File: src/rtl/multicycle_control.sv
// rtl/multicycle_control.sv - multi-cycle FETCH/DECODE/EXEC/MEM/WB sequencer for the register/ALU/RAM datapath
module multicycle_control #(
  parameter int CNT_W = 16
) (
  input  logic             clk,
  input  logic             reset,
  input  logic             run,
  input  logic [31:0]      instr,
  input  logic             zero,
  input  logic             mem_wait,
  output logic             ir_we,
  output logic [3:0]       opcode,
  output logic             ALUsrc,
  output logic             RegWrite,
  output logic             MemRW,
  output logic             MemtoReg,
  output logic             PCsrc,
  output logic             pc_we,
  output logic             halted,
  output logic             illegal,
  output logic [CNT_W-1:0] instr_count
);

  typedef enum logic [2:0] {
    S_FETCH  = 3'd0,
    S_DECODE = 3'd1,
    S_EXEC   = 3'd2,
    S_MEM    = 3'd3,
    S_WB     = 3'd4,
    S_HALT   = 3'd5
  } state_t;

  localparam logic [6:0] OP_R      = 7'b0110011;
  localparam logic [6:0] OP_I      = 7'b0010011;
  localparam logic [6:0] OP_LOAD   = 7'b0000011;
  localparam logic [6:0] OP_STORE  = 7'b0100011;
  localparam logic [6:0] OP_BRANCH = 7'b1100011;
  localparam logic [6:0] OP_HALT   = 7'b1111111;

  localparam logic [3:0] ALU_ADD = 4'b0000;
  localparam logic [3:0] ALU_SUB = 4'b0001;
  localparam logic [3:0] ALU_AND = 4'b0010;
  localparam logic [3:0] ALU_OR  = 4'b0011;
  localparam logic [3:0] ALU_XOR = 4'b0100;
  localparam logic [3:0] ALU_SLL = 4'b0101;
  localparam logic [3:0] ALU_SRL = 4'b0110;
  localparam logic [3:0] ALU_SLT = 4'b0111;

  localparam logic [2:0] F3_BNE = 3'b001;

  state_t      state_q, state_d;
  logic [31:0] ir_q;
  logic        illegal_q;
  logic        set_illegal;

  logic [6:0]  major;
  logic [2:0]  funct3;
  logic        funct7_5;
  logic        is_r, is_i, is_load, is_store, is_branch, is_halt, is_illegal;
  logic [3:0]  alu_sel;
  logic        imm_sel;
  logic        unused_ir;

  assign major    = ir_q[6:0];
  assign funct3   = ir_q[14:12];
  assign funct7_5 = ir_q[30];

  // Register indices and immediates belong to the datapath; only the control fields are decoded here.
  assign unused_ir = ^{ir_q[31], ir_q[29:15], ir_q[11:7]};

  assign is_r       = (major == OP_R);
  assign is_i       = (major == OP_I);
  assign is_load    = (major == OP_LOAD);
  assign is_store   = (major == OP_STORE);
  assign is_branch  = (major == OP_BRANCH);
  assign is_halt    = (major == OP_HALT);
  assign is_illegal = !(is_r || is_i || is_load || is_store || is_branch || is_halt);
  assign imm_sel    = is_i || is_load || is_store;

  always_comb begin
    alu_sel = ALU_ADD;
    if (is_branch) begin
      alu_sel = ALU_SUB;
    end else if (is_r || is_i) begin
      unique case (funct3)
        3'b000:  alu_sel = (is_r && funct7_5) ? ALU_SUB : ALU_ADD;
        3'b111:  alu_sel = ALU_AND;
        3'b110:  alu_sel = ALU_OR;
        3'b100:  alu_sel = ALU_XOR;
        3'b001:  alu_sel = ALU_SLL;
        3'b101:  alu_sel = ALU_SRL;
        3'b010:  alu_sel = ALU_SLT;
        default: alu_sel = ALU_ADD;
      endcase
    end
  end

  always_ff @(posedge clk or negedge reset) begin
    if (!reset) begin
      state_q <= S_FETCH;
    end else begin
      state_q <= state_d;
    end
  end

  always_ff @(posedge clk or negedge reset) begin
    if (!reset) begin
      ir_q <= 32'h0;
    end else if (ir_we) begin
      ir_q <= instr;
    end
  end

  always_ff @(posedge clk or negedge reset) begin
    if (!reset) begin
      illegal_q <= 1'b0;
    end else if (set_illegal) begin
      illegal_q <= 1'b1;
    end
  end

  // Every instruction asserts pc_we on exactly its final cycle, so that strobe doubles as the retire event.
  always_ff @(posedge clk or negedge reset) begin
    if (!reset) begin
      instr_count <= '0;
    end else if (pc_we) begin
      instr_count <= instr_count + CNT_W'(1);
    end
  end

  always_comb begin
    state_d     = state_q;
    set_illegal = 1'b0;
    ir_we       = 1'b0;
    opcode      = 4'b0000;
    ALUsrc      = 1'b0;
    RegWrite    = 1'b0;
    MemRW       = 1'b0;
    MemtoReg    = 1'b0;
    PCsrc       = 1'b0;
    pc_we       = 1'b0;
    halted      = 1'b0;

    unique case (state_q)
      S_FETCH: begin
        // Gating with reset keeps every output low while reset is held.
        if (run && reset) begin
          ir_we   = 1'b1;
          state_d = S_DECODE;
        end
      end

      S_DECODE: begin
        if (is_illegal) begin
          set_illegal = 1'b1;
          state_d     = S_HALT;
        end else if (is_halt) begin
          state_d = S_HALT;
        end else begin
          state_d = S_EXEC;
        end
      end

      S_EXEC: begin
        opcode = alu_sel;
        ALUsrc = imm_sel;
        if (is_branch) begin
          pc_we   = 1'b1;
          PCsrc   = (funct3 == F3_BNE) ? !zero : zero;
          state_d = S_FETCH;
        end else if (is_load || is_store) begin
          state_d = S_MEM;
        end else begin
          state_d = S_WB;
        end
      end

      S_MEM: begin
        opcode = alu_sel;
        ALUsrc = imm_sel;
        MemRW  = is_store;
        if (!mem_wait) begin
          if (is_store) begin
            pc_we   = 1'b1;
            state_d = S_FETCH;
          end else begin
            state_d = S_WB;
          end
        end
      end

      S_WB: begin
        RegWrite = 1'b1;
        MemtoReg = is_load;
        pc_we    = 1'b1;
        state_d  = S_FETCH;
      end

      S_HALT: begin
        halted = 1'b1;
      end

      default: begin
        state_d = S_FETCH;
      end
    endcase
  end

  assign illegal = illegal_q;

endmodule

File: config.mk
export PLATFORM = sky130hd
export DESIGN_NAME = multicycle_control
export DESIGN_NICKNAME = d
export VERILOG_FILES = /design/src/rtl/multicycle_control.sv
export SDC_FILE = /design/constraint.sdc
export NUM_CORES = 1
export LEC_CHECK = 0
export CELL_PAD_IN_SITES_DETAIL_PLACEMENT = 1
export CELL_PAD_IN_SITES_GLOBAL_PLACEMENT = 2
export CORE_MARGIN = 1
export CORE_UTILIZATION = 28
export CTS_CLUSTER_SIZE = 20
export DETAILED_ROUTE_END_ITERATION = 6
export GPL_TIMING_DRIVEN = 0
export PLACE_DENSITY_LB_ADDON = 0.1
export SETUP_SLACK_MARGIN = 0.3
export SLEW_MARGIN = 10
export SYNTH_ARGS = -nofsm -noshare
export SYNTH_HDL_FRONTEND = slang
export SYNTH_SLANG_ARGS = --single-unit
File: constraint.sdc
create_clock -name clk -period 2.8 [get_ports clk]
set_input_delay 0.28 -clock clk [delete_from_list [all_inputs] [get_ports clk]]
set_output_delay 0.28 -clock clk [all_outputs]
set_load 0.02 [all_outputs]
==> flow_results.xml, run 1 <==
<?xml version="1.0" encoding="UTF-8"?>
<metrics>
  <group name="routing">
    <metric name="detail-route-antenna-nets" unit="">0</metric>
    <metric name="drt_iter0_markers" unit="">20</metric>
    <metric name="wire_per_inst" unit="um">16.0</metric>
    <metric name="postRouteWirelength" unit="mm">4.56</metric>
    <metric name="vias" unit="">1393</metric>
    <metric name="drt-pass1-iter-count" unit="">4</metric>
    <metric name="drc_errors" unit="">0</metric>
    <metric name="via_per_inst" unit="">4.89</metric>
  </group>
  <group name="logic_synthesis">
    <metric name="netlist.area_leader.share" unit="">0.460</metric>
    <metric name="synthesis.area_per_instance" unit="sq um">10.5</metric>
    <metric name="synth-seq-cells" unit="">31</metric>
    <metric name="synth.largest_area_cell" unit="">sky130_fd_sc_hd__dfrtp_1</metric>
    <metric name="number_of_enable_type_register_cells_in_the_synthesized_netlist" unit="">0</metric>
    <metric name="mappedNetlistNets" unit="">198</metric>
    <metric name="proportion_of_synthesized_chip_area_in_sequential_cells" unit="">0.460</metric>
    <metric name="netlist_cell_types" unit="">45</metric>
    <metric name="asyncSetResetFlopFracSynth" unit="">1.00</metric>
    <metric name="synth_top_flop_cell" unit="">sky130_fd_sc_hd__dfrtp_1</metric>
    <metric name="yosysWarningCount" unit="">0</metric>
    <metric name="post_synth_main_area_contributors" unit="">sky130_fd_sc_hd__dfrtp_1, sky130_fd_sc_hd__xor2_1, sky130_fd_sc_hd__mux2_2</metric>
    <metric name="synth_area" unit="sq um">1690</metric>
    <metric name="postSynthCellCount" unit="">160</metric>
  </group>
  <group name="cells_and_area">
    <metric name="fillerInstances" unit="">626</metric>
    <metric name="layout.cells.most_common_list" unit="">sky130_fd_sc_hd__clkdlybuf4s50_1, sky130_fd_sc_hd__dfrtp_1, sky130_fd_sc_hd__xor2_1</metric>
    <metric name="drive_gt1_frac" unit="">0.155</metric>
    <metric name="fin_nets" unit="">250</metric>
    <metric name="final_util" unit="">0.417</metric>
    <metric name="area_delta_synth_final" unit="%">39.5</metric>
    <metric name="final-instance-count-excl-fill" unit="">285</metric>
    <metric name="num_antenna_cells" unit="">0</metric>
    <metric name="final_common_cell" unit="">sky130_fd_sc_hd__clkdlybuf4s50_1</metric>
  </group>
  <group name="placement">
    <metric name="dp.cells" unit="">275</metric>
    <metric name="globalplace.congestion" unit="">0.722</metric>
    <metric name="place_hpwl" unit="mm">3.36</metric>
    <metric name="port_buffer_cells" unit="">43</metric>
  </group>
  <group name="global_routing">
    <metric name="grt_overflow_total" unit="">0</metric>
    <metric name="grt.total_usage" unit="">0.162</metric>
    <metric name="maximum_number_of_pins_on_one_net_before_global_route_repair" unit="">32</metric>
    <metric name="grt_first_pass_wirelength" unit="mm">7.69</metric>
    <metric name="antenna_found_initial" unit="">0</metric>
    <metric name="use_met2" unit="">0.269</metric>
    <metric name="grtUsageMet1" unit="">0.205</metric>
    <metric name="grt_busiest_layer" unit="">met2</metric>
    <metric name="groute.layer.met3.usage" unit="">0.0331</metric>
    <metric name="grt_pass1_vias" unit="">1545</metric>
  </group>
  <group name="floorplanning">
    <metric name="io_pins" unit="">66</metric>
    <metric name="placeableCoreArea" unit="sq um">5640</metric>
    <metric name="die_h" unit="um">79.6</metric>
    <metric name="placementRows" unit="">27</metric>
    <metric name="floorplan.die_area" unit="sq um">6340</metric>
    <metric name="chipWidth" unit="um">79.6</metric>
    <metric name="initial_core_util" unit="">0.299</metric>
  </group>
  <group name="sta">
    <metric name="finalHoldViolCount" unit="">0</metric>
    <metric name="max_freq" unit="MHz">420</metric>
    <metric name="post_route_setup_tns" unit="ns">0</metric>
    <metric name="timing.clock.skew" unit="ns">0.00485</metric>
    <metric name="period_minus_ws_final" unit="ns">2.38</metric>
    <metric name="report.final.slew_viol_count" unit="">0</metric>
    <metric name="whs" unit="ns">0.478</metric>
    <metric name="setup_violators_final" unit="">0</metric>
    <metric name="rsz0062_at_grt" unit="">yes</metric>
    <metric name="post-route-period-util" unit="">0.851</metric>
  </group>
  <group name="run">
    <metric name="maxCapViolations" unit="">0</metric>
  </group>
  <group name="cts">
    <metric name="cts_inserted_buffers" unit="">5</metric>
    <metric name="postCtsSetupRepairBufs" unit="">0</metric>
    <metric name="clockRootBuffer" unit="">sky130_fd_sc_hd__clkbuf_8</metric>
    <metric name="cts_sinks" unit="">31</metric>
    <metric name="clock_tree.buffer_depth" unit="">2</metric>
    <metric name="cts_tree" unit="">built</metric>
    <metric name="cts.reportedPaths.clkPinSlew" unit="ns">0.07</metric>
    <metric name="htreeDepth" unit="">2</metric>
    <metric name="clock_insertion_delay_worst_skew" unit="ns">0.28</metric>
  </group>
  <group name="critical_path">
    <metric name="worst-path-max-fanout" unit="">6</metric>
    <metric name="crit_type" unit="">register to output pin</metric>
    <metric name="worst_ep_arrival_time" unit="ns">2.10</metric>
    <metric name="required_time_of_the_critical_path" unit="ns">2.52</metric>
    <metric name="worst_setup_path_end_kind" unit="">output pin</metric>
    <metric name="worstSetupStartpointType" unit="">register</metric>
  </group>
  <group name="power">
    <metric name="power-per-cell-area" unit="nW/um^2">998</metric>
    <metric name="total_power" unit="W">0.00235</metric>
    <metric name="peakVddDrop" unit="uV">463</metric>
    <metric name="leakagePower" unit="nW">0.975</metric>
  </group>
  <group name="outcome">
    <metric name="run_status" unit="">complete, no violations</metric>
  </group>
  <group name="min_path">
    <metric name="hold_path_class" unit="">register to register</metric>
  </group>
</metrics>
registers in the layout (all words and copies together) (netlist names):
signal / cells
illegal: 1
instr_count: 16
ir_q: 11
state_q: 3
cell usage after synthesis (2+ instances only):
library cell,n
sky130_fd_sc_hd__dfrtp_1,31
sky130_fd_sc_hd__inv_1,5
sky130_fd_sc_hd__nand2_1,13
sky130_fd_sc_hd__buf_4,2
sky130_fd_sc_hd__mux2_2,10
sky130_fd_sc_hd__o21ai_0,6
sky130_fd_sc_hd__a21oi_1,8
sky130_fd_sc_hd__nor2_1,9
sky130_fd_sc_hd__xor2_1,16
sky130_fd_sc_hd__and2_1,2
sky130_fd_sc_hd__nand3_1,8
sky130_fd_sc_hd__nor2b_1,3
sky130_fd_sc_hd__nand2b_1,2
sky130_fd_sc_hd__and2b_1,2
sky130_fd_sc_hd__nand4_1,2
sky130_fd_sc_hd__and4_1,2
sky130_fd_sc_hd__a211oi_1,5
sky130_fd_sc_hd__buf_2,2
sky130_fd_sc_hd__a2111oi_1,4
sky130_fd_sc_hd__clkbuf_1,3
stage by stage:
step                      instance area, sq um  worst slack [ns]
after global placement                    2210            -0.853
final                                     2350             0.418
after detailed placement                  2200             0.143
after global routing                      2350             0.287
after CTS                                 2340             0.340
after floorplan                           1690             0.952
layer usage:
metal	wire length [um]	share of wire
met2	2170	0.48
met1	2130	0.47
met3	201	0.044
met4	55	0.012
met5	0	0
critical path, stage by stage (launching register included):
cell,delay [ns]
sky130_fd_sc_hd__dfrtp_1,0.40
sky130_fd_sc_hd__nand4bb_2,0.35
sky130_fd_sc_hd__nor3b_2,0.28
sky130_fd_sc_hd__and3_1,0.19
sky130_fd_sc_hd__clkdlybuf4s50_1,0.60
final timing paths:
path                                              from                     endpoint  slack, ns  cells after the start
setup reg to reg                state_q[0]$_DFFE_PN0P_          ir_q[1]$_DFFE_PN0P_       0.91                      6
hold / removal             instr_count[15]$_DFFE_PN0P_  instr_count[15]$_DFFE_PN0P_       0.48                      1
setup / recovery                   ir_q[3]$_DFFE_PN0P_                        MemRW       0.42                      4
hold reg to reg            instr_count[15]$_DFFE_PN0P_  instr_count[15]$_DFFE_PN0P_       0.48                      1
min in group asynchronous                        reset  instr_count[12]$_DFFE_PN0P_       0.53                      3
max in group asynchronous                        reset          ir_q[0]$_DFFE_PN0P_       2.09                      3
final cells by class:
type                       instances  area, sq um  area share
multi-input combinational        117          870       0.370
sequential                        31          776       0.330
clock buffer                       8          100      0.0426
tap                               72         90.1      0.0383
buffer                             7         37.5      0.0160
inverter                           5         18.8     0.00798
timing repair buffer              45          460       0.196
what timing repair did:
item                                    4_1_cts  5_1_grt
endpoints found under the setup margin        9        4
pin swaps                                     0        1
resized for setup                            10        4
hold buffers                                  2        0
hold endpoints to repair                     31        0
power by group:
part	switching [W]	leakage (nW)	internal [W]
clock network	0.000164	0.0515	0.000224
logic	0.000561	0.581	0.000501
registers	0.000252	0.342	0.000645
total	0.000977	0.975	0.00137
logic make-up (layout without fill, tap and decap cells):
logic type | after synthesis | in the layout | share of synthesized area
compound gates | 34 | 34 | 0.154
other cells | 1 | 1 | 0.00222
fa+ha+maj | 1 | 1 | 0.00742
simple gates | 53 | 53 | 0.182
flops | 31 | 31 | 0.460
xor+xnor | 17 | 17 | 0.0883
mux | 11 | 11 | 0.0734
buf+inv | 12 | 65 | 0.0326
Power figures use the tool's default switching activity.
==> inputs of run 2 (changes only) <==
- CELL_PAD_IN_SITES_DETAIL_PLACEMENT: 1 -> not set
- CELL_PAD_IN_SITES_GLOBAL_PLACEMENT: 2 -> not set
- CORE_UTILIZATION: 28 -> 47
- PLACE_DENSITY: not set -> 0.85
- PLACE_DENSITY_LB_ADDON: 0.1 -> not set
==> run 2 against run 1 <==
  * The flow now finishes with violations (negative hold slack)
  * Wire length down 21%
  * Global-route usage up 4.9 points
  * Non-clock buffer count down 2
  * Via count down 2.3%
  * Flip-flop and latch count unchanged
  * Total power down 7.1%
  * Combinational power about the same
  * Core utilization up 25 points
  * Sequential share of layout area up 1.4 points
  * Sequential power down 2%
  * Cell count down 10%
  * Critical endpoint is now RegWrite
  * Largest cell class unchanged
==> flow_results.xml, run 2 (synthesis results as in run 1) <==
<?xml version="1.0" encoding="UTF-8"?>
<metrics>
  <group name="cts">
    <metric name="cts_tree" unit="">built</metric>
    <metric name="cts_sinks" unit="">31</metric>
    <metric name="cts_inserted_buffers" unit="">5</metric>
    <metric name="clock_insertion_delay_worst_skew" unit="ns">0.34</metric>
    <metric name="cts.reportedPaths.clkPinSlew" unit="ns">0.10</metric>
    <metric name="clockRootBuffer" unit="">sky130_fd_sc_hd__clkbuf_4</metric>
    <metric name="postCtsSetupRepairBufs" unit="">0</metric>
    <metric name="htreeDepth" unit="">2</metric>
    <metric name="clock_tree.buffer_depth" unit="">2</metric>
  </group>
  <group name="floorplanning">
    <metric name="placeableCoreArea" unit="sq um">3390</metric>
    <metric name="die_h" unit="um">61.9</metric>
    <metric name="chipWidth" unit="um">61.9</metric>
    <metric name="initial_core_util" unit="">0.498</metric>
    <metric name="io_pins" unit="">66</metric>
    <metric name="placementRows" unit="">21</metric>
    <metric name="floorplan.die_area" unit="sq um">3830</metric>
  </group>
  <group name="routing">
    <metric name="drt_iter0_markers" unit="">79</metric>
    <metric name="vias" unit="">1361</metric>
    <metric name="drc_errors" unit="">0</metric>
    <metric name="wire_per_inst" unit="um">14.0</metric>
    <metric name="postRouteWirelength" unit="mm">3.59</metric>
    <metric name="drt-pass1-iter-count" unit="">4</metric>
    <metric name="via_per_inst" unit="">5.32</metric>
    <metric name="detail-route-antenna-nets" unit="">0</metric>
  </group>
  <group name="run">
    <metric name="maxCapViolations" unit="">0</metric>
  </group>
  <group name="power">
    <metric name="netSwitchingPower" unit="W">0.000925</metric>
    <metric name="internal_power" unit="W">0.00126</metric>
    <metric name="peakVddDrop" unit="uV">571</metric>
    <metric name="power_frac_comb" unit="">0.474</metric>
    <metric name="power-per-cell-area" unit="nW/um^2">966</metric>
    <metric name="leakagePower" unit="nW">0.965</metric>
    <metric name="share_clk_of_total_power" unit="">0.123</metric>
    <metric name="share_seq_of_total_power" unit="">0.403</metric>
    <metric name="total_power" unit="W">0.00218</metric>
    <metric name="switching_share" unit="">0.424</metric>
  </group>
  <group name="cells_and_area">
    <metric name="final_util" unit="">0.666</metric>
    <metric name="area_delta_synth_final" unit="%">33.8</metric>
    <metric name="final_common_cell" unit="">sky130_fd_sc_hd__clkdlybuf4s50_1</metric>
    <metric name="num_antenna_cells" unit="">0</metric>
    <metric name="layout.cells.most_common_list" unit="">sky130_fd_sc_hd__clkdlybuf4s50_1, sky130_fd_sc_hd__dfrtp_1, sky130_fd_sc_hd__xor2_1</metric>
    <metric name="layout.cell_area.non_filler" unit="sq um">2260</metric>
    <metric name="largest_register" unit="">instr_count</metric>
    <metric name="fin_nets" unit="">248</metric>
    <metric name="drive_gt1_frac" unit="">0.157</metric>
    <metric name="biggestRegsByFlops" unit="">instr_count (16), ir_q (11), state_q (3)</metric>
    <metric name="largest_reg_flops" unit="">16</metric>
  </group>
  <group name="global_routing">
    <metric name="grt_first_pass_wirelength" unit="mm">5.71</metric>
    <metric name="grt_pass1_vias" unit="">1264</metric>
    <metric name="grt_overflow_total" unit="">0</metric>
    <metric name="maximum_number_of_pins_on_one_net_before_global_route_repair" unit="">34</metric>
    <metric name="grt.total_usage" unit="">0.211</metric>
    <metric name="antenna_found_initial" unit="">0</metric>
  </group>
  <group name="critical_path">
    <metric name="worstSetupPathDepth" unit="">6</metric>
    <metric name="crit_chain" unit="">buf_4, nor2_1, nand2_2, clkbuf_2, inv_1, clkdlybuf4s50_1</metric>
    <metric name="crit_type" unit="">register to output pin</metric>
    <metric name="critPathTopFamily" unit="">buffers and inverters</metric>
    <metric name="crit_path_max_incr_delay" unit="ns">0.59</metric>
    <metric name="worst_path_max_delay_cell" unit="">sky130_fd_sc_hd__clkdlybuf4s50_1</metric>
    <metric name="crit_buf_inv" unit="">4</metric>
    <metric name="worst_ep_arrival_time" unit="ns">2.13</metric>
    <metric name="worst_setup_path_end_kind" unit="">output pin</metric>
    <metric name="worst-path-max-fanout" unit="">10</metric>
    <metric name="worstSetupStartpointType" unit="">register</metric>
    <metric name="worst-r2r-cell-count" unit="">6</metric>
    <metric name="required_time_of_the_critical_path" unit="ns">2.52</metric>
  </group>
  <group name="min_path">
    <metric name="hold_path_class" unit="">primary input to async pin</metric>
  </group>
  <group name="placement">
    <metric name="globalplace.congestion" unit="">0.839</metric>
    <metric name="placed_cell_area" unit="sq um">2170</metric>
    <metric name="port_buffer_cells" unit="">43</metric>
    <metric name="place_hpwl" unit="mm">2.55</metric>
  </group>
  <group name="sta">
    <metric name="setup_violators_final" unit="">0</metric>
    <metric name="rsz0062_at_grt" unit="">no</metric>
    <metric name="finalHoldViolCount" unit="">25</metric>
    <metric name="worst_slew_margin_rel" unit="">0.522</metric>
    <metric name="max_freq" unit="MHz">414</metric>
    <metric name="whs" unit="ns">-0.0111</metric>
    <metric name="tightestPinTransition" unit="ns">0.717</metric>
    <metric name="post-route-period-util" unit="">0.862</metric>
    <metric name="report.final.slew_viol_count" unit="">0</metric>
    <metric name="period_minus_ws_final" unit="ns">2.41</metric>
    <metric name="timing.clock.skew" unit="ns">0.0125</metric>
  </group>
  <group name="outcome">
    <metric name="run_status" unit="">finished, violations left</metric>
    <metric name="failed_checks" unit="">negative hold slack</metric>
  </group>
</metrics>
run 2: power groups by stage:
stage               Sequential (W)  Combinational (W)  Clock, W
floorplan                 0.000973           0.000519         0
global placement          0.000881            0.00101         0
detailed placement        0.000883            0.00103         0
CTS                       0.000881            0.00104  0.000277
global route              0.000919            0.00113  0.000295
finish                    0.000879            0.00103  0.000268
run 2: layer usage:
layer	wire, um	up-vias	track usage
li1	-	671	-
met1	1650	646	0.276
met2	1700	38	0.332
met3	168	6	0.0559
met4	69	0	0.0921
met5	0	-	0
run 2: final timing paths:
path | startpoint | endpoint | slack (ns)
min in group clk | instr_count[15]$_DFFE_PN0P_ | instr_count[15]$_DFFE_PN0P_ | 0.47
max in group asynchronous | reset | instr_count[12]$_DFFE_PN0P_ | 2.35
setup / recovery | state_q[0]$_DFFE_PN0P_ | RegWrite | 0.39
hold reg to reg | instr_count[15]$_DFFE_PN0P_ | instr_count[15]$_DFFE_PN0P_ | 0.47
hold / removal | reset | ir_q[3]$_DFFE_PN0P_ | -0.01
setup reg to reg | state_q[0]$_DFFE_PN0P_ | ir_q[2]$_DFFE_PN0P_ | 1.00
run 2: final cells by class:
| cell class | count | area, sq um |
|---|---|---|
| buffer | 7 | 42.5 |
| clock inverter | 1 | 5.00 |
| fill | 277 | 1130 |
| clock buffer | 6 | 51.3 |
| sequential | 31 | 776 |
| timing repair buffer | 43 | 430 |
| tap | 46 | 57.6 |
| inverter | 5 | 18.8 |
| multi-input combinational | 117 | 876 |
run 2: timing repair:
action,4_1_cts,5_1_grt
hold buffers,0,0
gates resized for setup,10,6
setup endpoints to repair,10,7
run 2: per-stage QoR:
step           setup slack [ns]  setup TNS (ns)  hold slack, ns  cells
2_1_floorplan             0.952               0         -0.0156    160
3_3_place_gp             -0.791           -3.56           0.460    249
3_5_place_dp              0.159               0           0.382    249
4_1_cts                   0.228               0         0.00759    256
5_1_grt                   0.290               0          0.0235    256
6_report                  0.385               0         -0.0111    256
==> inputs of run 3 (changes only) <==
- CORE_UTILIZATION: 47 -> 35
- PLACE_DENSITY: 0.85 -> 0.67
==> run 3 against run 2 <==
  * The run now ends clean
  * Via count fell by 0.44%
  * Non-clock buffer count is 2 higher
  * Core utilization is 15 points lower
  * Worst setup slack better by 0.051 ns
  * Flip-flop and latch count did not move
  * Design area is 2.9% higher
  * Sequential share of layout area down 0.98 points
  * Cell count up 3.5%
  * Clock skew decreased by 0.0082 ns
  * Count of clock-buffer cells in the layout grew 1
  * Largest power group unchanged
  * Highest routed layer unchanged
==> flow_results.xml, run 3 (synthesis results as in run 1) <==
<?xml version="1.0" encoding="UTF-8"?>
<metrics>
  <group name="floorplanning">
    <metric name="initial_core_util" unit="">0.374</metric>
    <metric name="chipWidth" unit="um">71.4</metric>
    <metric name="io_pins" unit="">66</metric>
    <metric name="floorplan.die_area" unit="sq um">5100</metric>
    <metric name="placementRows" unit="">24</metric>
    <metric name="die_h" unit="um">71.4</metric>
    <metric name="placeableCoreArea" unit="sq um">4500</metric>
  </group>
  <group name="global_routing">
    <metric name="grt_pass1_vias" unit="">1278</metric>
    <metric name="grt_first_pass_wirelength" unit="mm">6.15</metric>
    <metric name="maximum_number_of_pins_on_one_net_before_global_route_repair" unit="">32</metric>
    <metric name="grt_overflow_total" unit="">0</metric>
    <metric name="antenna_found_initial" unit="">0</metric>
    <metric name="grt.total_usage" unit="">0.156</metric>
  </group>
  <group name="cells_and_area">
    <metric name="largest_reg_flops" unit="">16</metric>
    <metric name="seq_area" unit="sq um">776</metric>
    <metric name="fillerInstances" unit="">406</metric>
    <metric name="layout.cell_area.non_filler" unit="sq um">2320</metric>
    <metric name="final-instance-count-excl-fill" unit="">265</metric>
    <metric name="multi_input_gate_area_in_the_final_layout" unit="sq um">867</metric>
    <metric name="num_antenna_cells" unit="">0</metric>
    <metric name="biggestRegsByFlops" unit="">instr_count (16), ir_q (11), state_q (3)</metric>
    <metric name="final_common_cell" unit="">sky130_fd_sc_hd__clkdlybuf4s50_1</metric>
    <metric name="largest_register" unit="">instr_count</metric>
    <metric name="area_delta_synth_final" unit="%">37.8</metric>
    <metric name="fin_nets" unit="">250</metric>
    <metric name="drive_gt1_frac" unit="">0.155</metric>
    <metric name="layout.cells.most_common_list" unit="">sky130_fd_sc_hd__clkdlybuf4s50_1, sky130_fd_sc_hd__dfrtp_1, sky130_fd_sc_hd__xor2_1</metric>
  </group>
  <group name="outcome">
    <metric name="run_status" unit="">complete, no violations</metric>
  </group>
  <group name="min_path">
    <metric name="hold_path_class" unit="">register to register</metric>
    <metric name="min_delay_path_depth" unit="">1</metric>
  </group>
  <group name="power">
    <metric name="peakVddDrop" unit="uV">499</metric>
    <metric name="power-per-cell-area" unit="nW/um^2">993</metric>
    <metric name="power_frac_comb" unit="">0.448</metric>
    <metric name="switching_share" unit="">0.408</metric>
    <metric name="share_clk_of_total_power" unit="">0.168</metric>
    <metric name="share_seq_of_total_power" unit="">0.384</metric>
    <metric name="netSwitchingPower" unit="W">0.000940</metric>
    <metric name="internal_power" unit="W">0.00137</metric>
    <metric name="total_power" unit="W">0.00231</metric>
    <metric name="leakagePower" unit="nW">0.936</metric>
  </group>
  <group name="placement">
    <metric name="dp.cells" unit="">255</metric>
    <metric name="place_hpwl" unit="mm">2.66</metric>
    <metric name="dp_worst_setup_slack" unit="ns">0.180</metric>
    <metric name="placed_cell_area" unit="sq um">2180</metric>
    <metric name="globalplace.congestion" unit="">0.782</metric>
    <metric name="port_buffer_cells" unit="">43</metric>
  </group>
  <group name="sta">
    <metric name="setup_violators_final" unit="">0</metric>
    <metric name="rsz0062_at_grt" unit="">no</metric>
    <metric name="report.final.slew_viol_count" unit="">0</metric>
    <metric name="worst_slack" unit="ns">0.436</metric>
    <metric name="post-route-period-util" unit="">0.844</metric>
    <metric name="timing.clock.skew" unit="ns">0.00427</metric>
    <metric name="max_freq" unit="MHz">423</metric>
    <metric name="finalHoldViolCount" unit="">0</metric>
    <metric name="whs" unit="ns">0.483</metric>
    <metric name="period_minus_ws_final" unit="ns">2.36</metric>
  </group>
  <group name="routing">
    <metric name="postRouteWirelength" unit="mm">3.59</metric>
    <metric name="drt_iter0_markers" unit="">77</metric>
    <metric name="drc_errors" unit="">0</metric>
    <metric name="vias" unit="">1355</metric>
    <metric name="detail-route-antenna-nets" unit="">0</metric>
    <metric name="via_per_inst" unit="">5.11</metric>
    <metric name="drt-pass1-iter-count" unit="">4</metric>
    <metric name="wire_per_inst" unit="um">13.6</metric>
  </group>
  <group name="cts">
    <metric name="cts_sinks" unit="">31</metric>
    <metric name="htreeDepth" unit="">2</metric>
    <metric name="cts.reportedPaths.clkPinSlew" unit="ns">0.06</metric>
    <metric name="cts_inserted_buffers" unit="">5</metric>
    <metric name="clockRootBuffer" unit="">sky130_fd_sc_hd__clkbuf_8</metric>
    <metric name="clock_insertion_delay_worst_skew" unit="ns">0.28</metric>
    <metric name="cts_tree" unit="">built</metric>
    <metric name="clock_tree.buffer_depth" unit="">2</metric>
  </group>
  <group name="critical_path">
    <metric name="timing.reg2reg.setup_slack" unit="ns">0.98</metric>
    <metric name="worst-r2r-cell-count" unit="">6</metric>
    <metric name="crit_type" unit="">register to output pin</metric>
    <metric name="worst_ep_arrival_time" unit="ns">2.08</metric>
    <metric name="worst-path-max-fanout" unit="">6</metric>
    <metric name="worst_setup_path_end_kind" unit="">output pin</metric>
    <metric name="required_time_of_the_critical_path" unit="ns">2.52</metric>
    <metric name="worstSetupStartpointType" unit="">register</metric>
  </group>
  <group name="run">
    <metric name="maxCapViolations" unit="">0</metric>
  </group>
</metrics>
run 3: through the flow:
step / TNS, ns / util
final: 0 / 0.516
after global routing: 0 / 0.516
after CTS: 0 / 0.513
after detailed placement: 0 / 0.483
after global placement: -3.75 / 0.484
after floorplan: 0 / -
run 3: layout make-up:
cell class / count / share of cell area
multi-input cells: 117 / 0.373
flip-flops and latches: 31 / 0.334
repair buffers: 45 / 0.196
clock buffers: 7 / 0.0415
well taps: 52 / 0.0280
plain buffers: 7 / 0.0162
inverters: 5 / 0.00808
clock inverters: 1 / 0.00323
run 3: repair_timing:
action,in CTS,in global routing
hold buffers,2,0
gates resized for setup,7,4
cloned,0,0
buffers inserted,0,0
setup endpoints to repair,7,6
endpoints found under the hold margin,31,0
run 3: layer usage:
metal	wire, um	track usage	vias to the layer above
met4	31	0.0533	0
met3	210	0.0422	2
met2	1640	0.223	37
li1	-	-	677
met1	1710	0.228	639
met5	0	0	-
run 3: path summary, 6_finish.rpt:
check                                            start                           to
max                                ir_q[3]$_DFFE_PN0P_                    opcode[1]
max reg2reg                     state_q[0]$_DFFE_PN0P_   instr_count[1]$_DFFE_PN0P_
min in group asynchronous                        reset         ir_q[12]$_DFFE_PN0P_
max in group asynchronous                        reset          ir_q[4]$_DFFE_PN0P_
min                        instr_count[15]$_DFFE_PN0P_  instr_count[15]$_DFFE_PN0P_
min reg2reg                instr_count[15]$_DFFE_PN0P_  instr_count[15]$_DFFE_PN0P_
run 3: critical path, cell delays in order, from the launching register on:
cell	delay (ns)
sky130_fd_sc_hd__dfrtp_1	0.40
sky130_fd_sc_hd__nand4bb_2	0.33
sky130_fd_sc_hd__nor3b_2	0.25
sky130_fd_sc_hd__nand2_1	0.10
sky130_fd_sc_hd__nor2_1	0.12
sky130_fd_sc_hd__clkdlybuf4s50_1	0.60
run 3: power groups by stage:
| stage | combinational (W) | sequential (W) | clock, W |
|---|---|---|---|
| 5_1_grt | 0.00113 | 0.000930 | 0.000426 |
| 4_1_cts | 0.00104 | 0.000885 | 0.000398 |
| 6_report | 0.00103 | 0.000886 | 0.000388 |
| 2_1_floorplan | 0.000519 | 0.000973 | 0 |
| 3_5_place_dp | 0.00103 | 0.000892 | 0 |
| 3_3_place_gp | 0.00102 | 0.000888 | 0 |
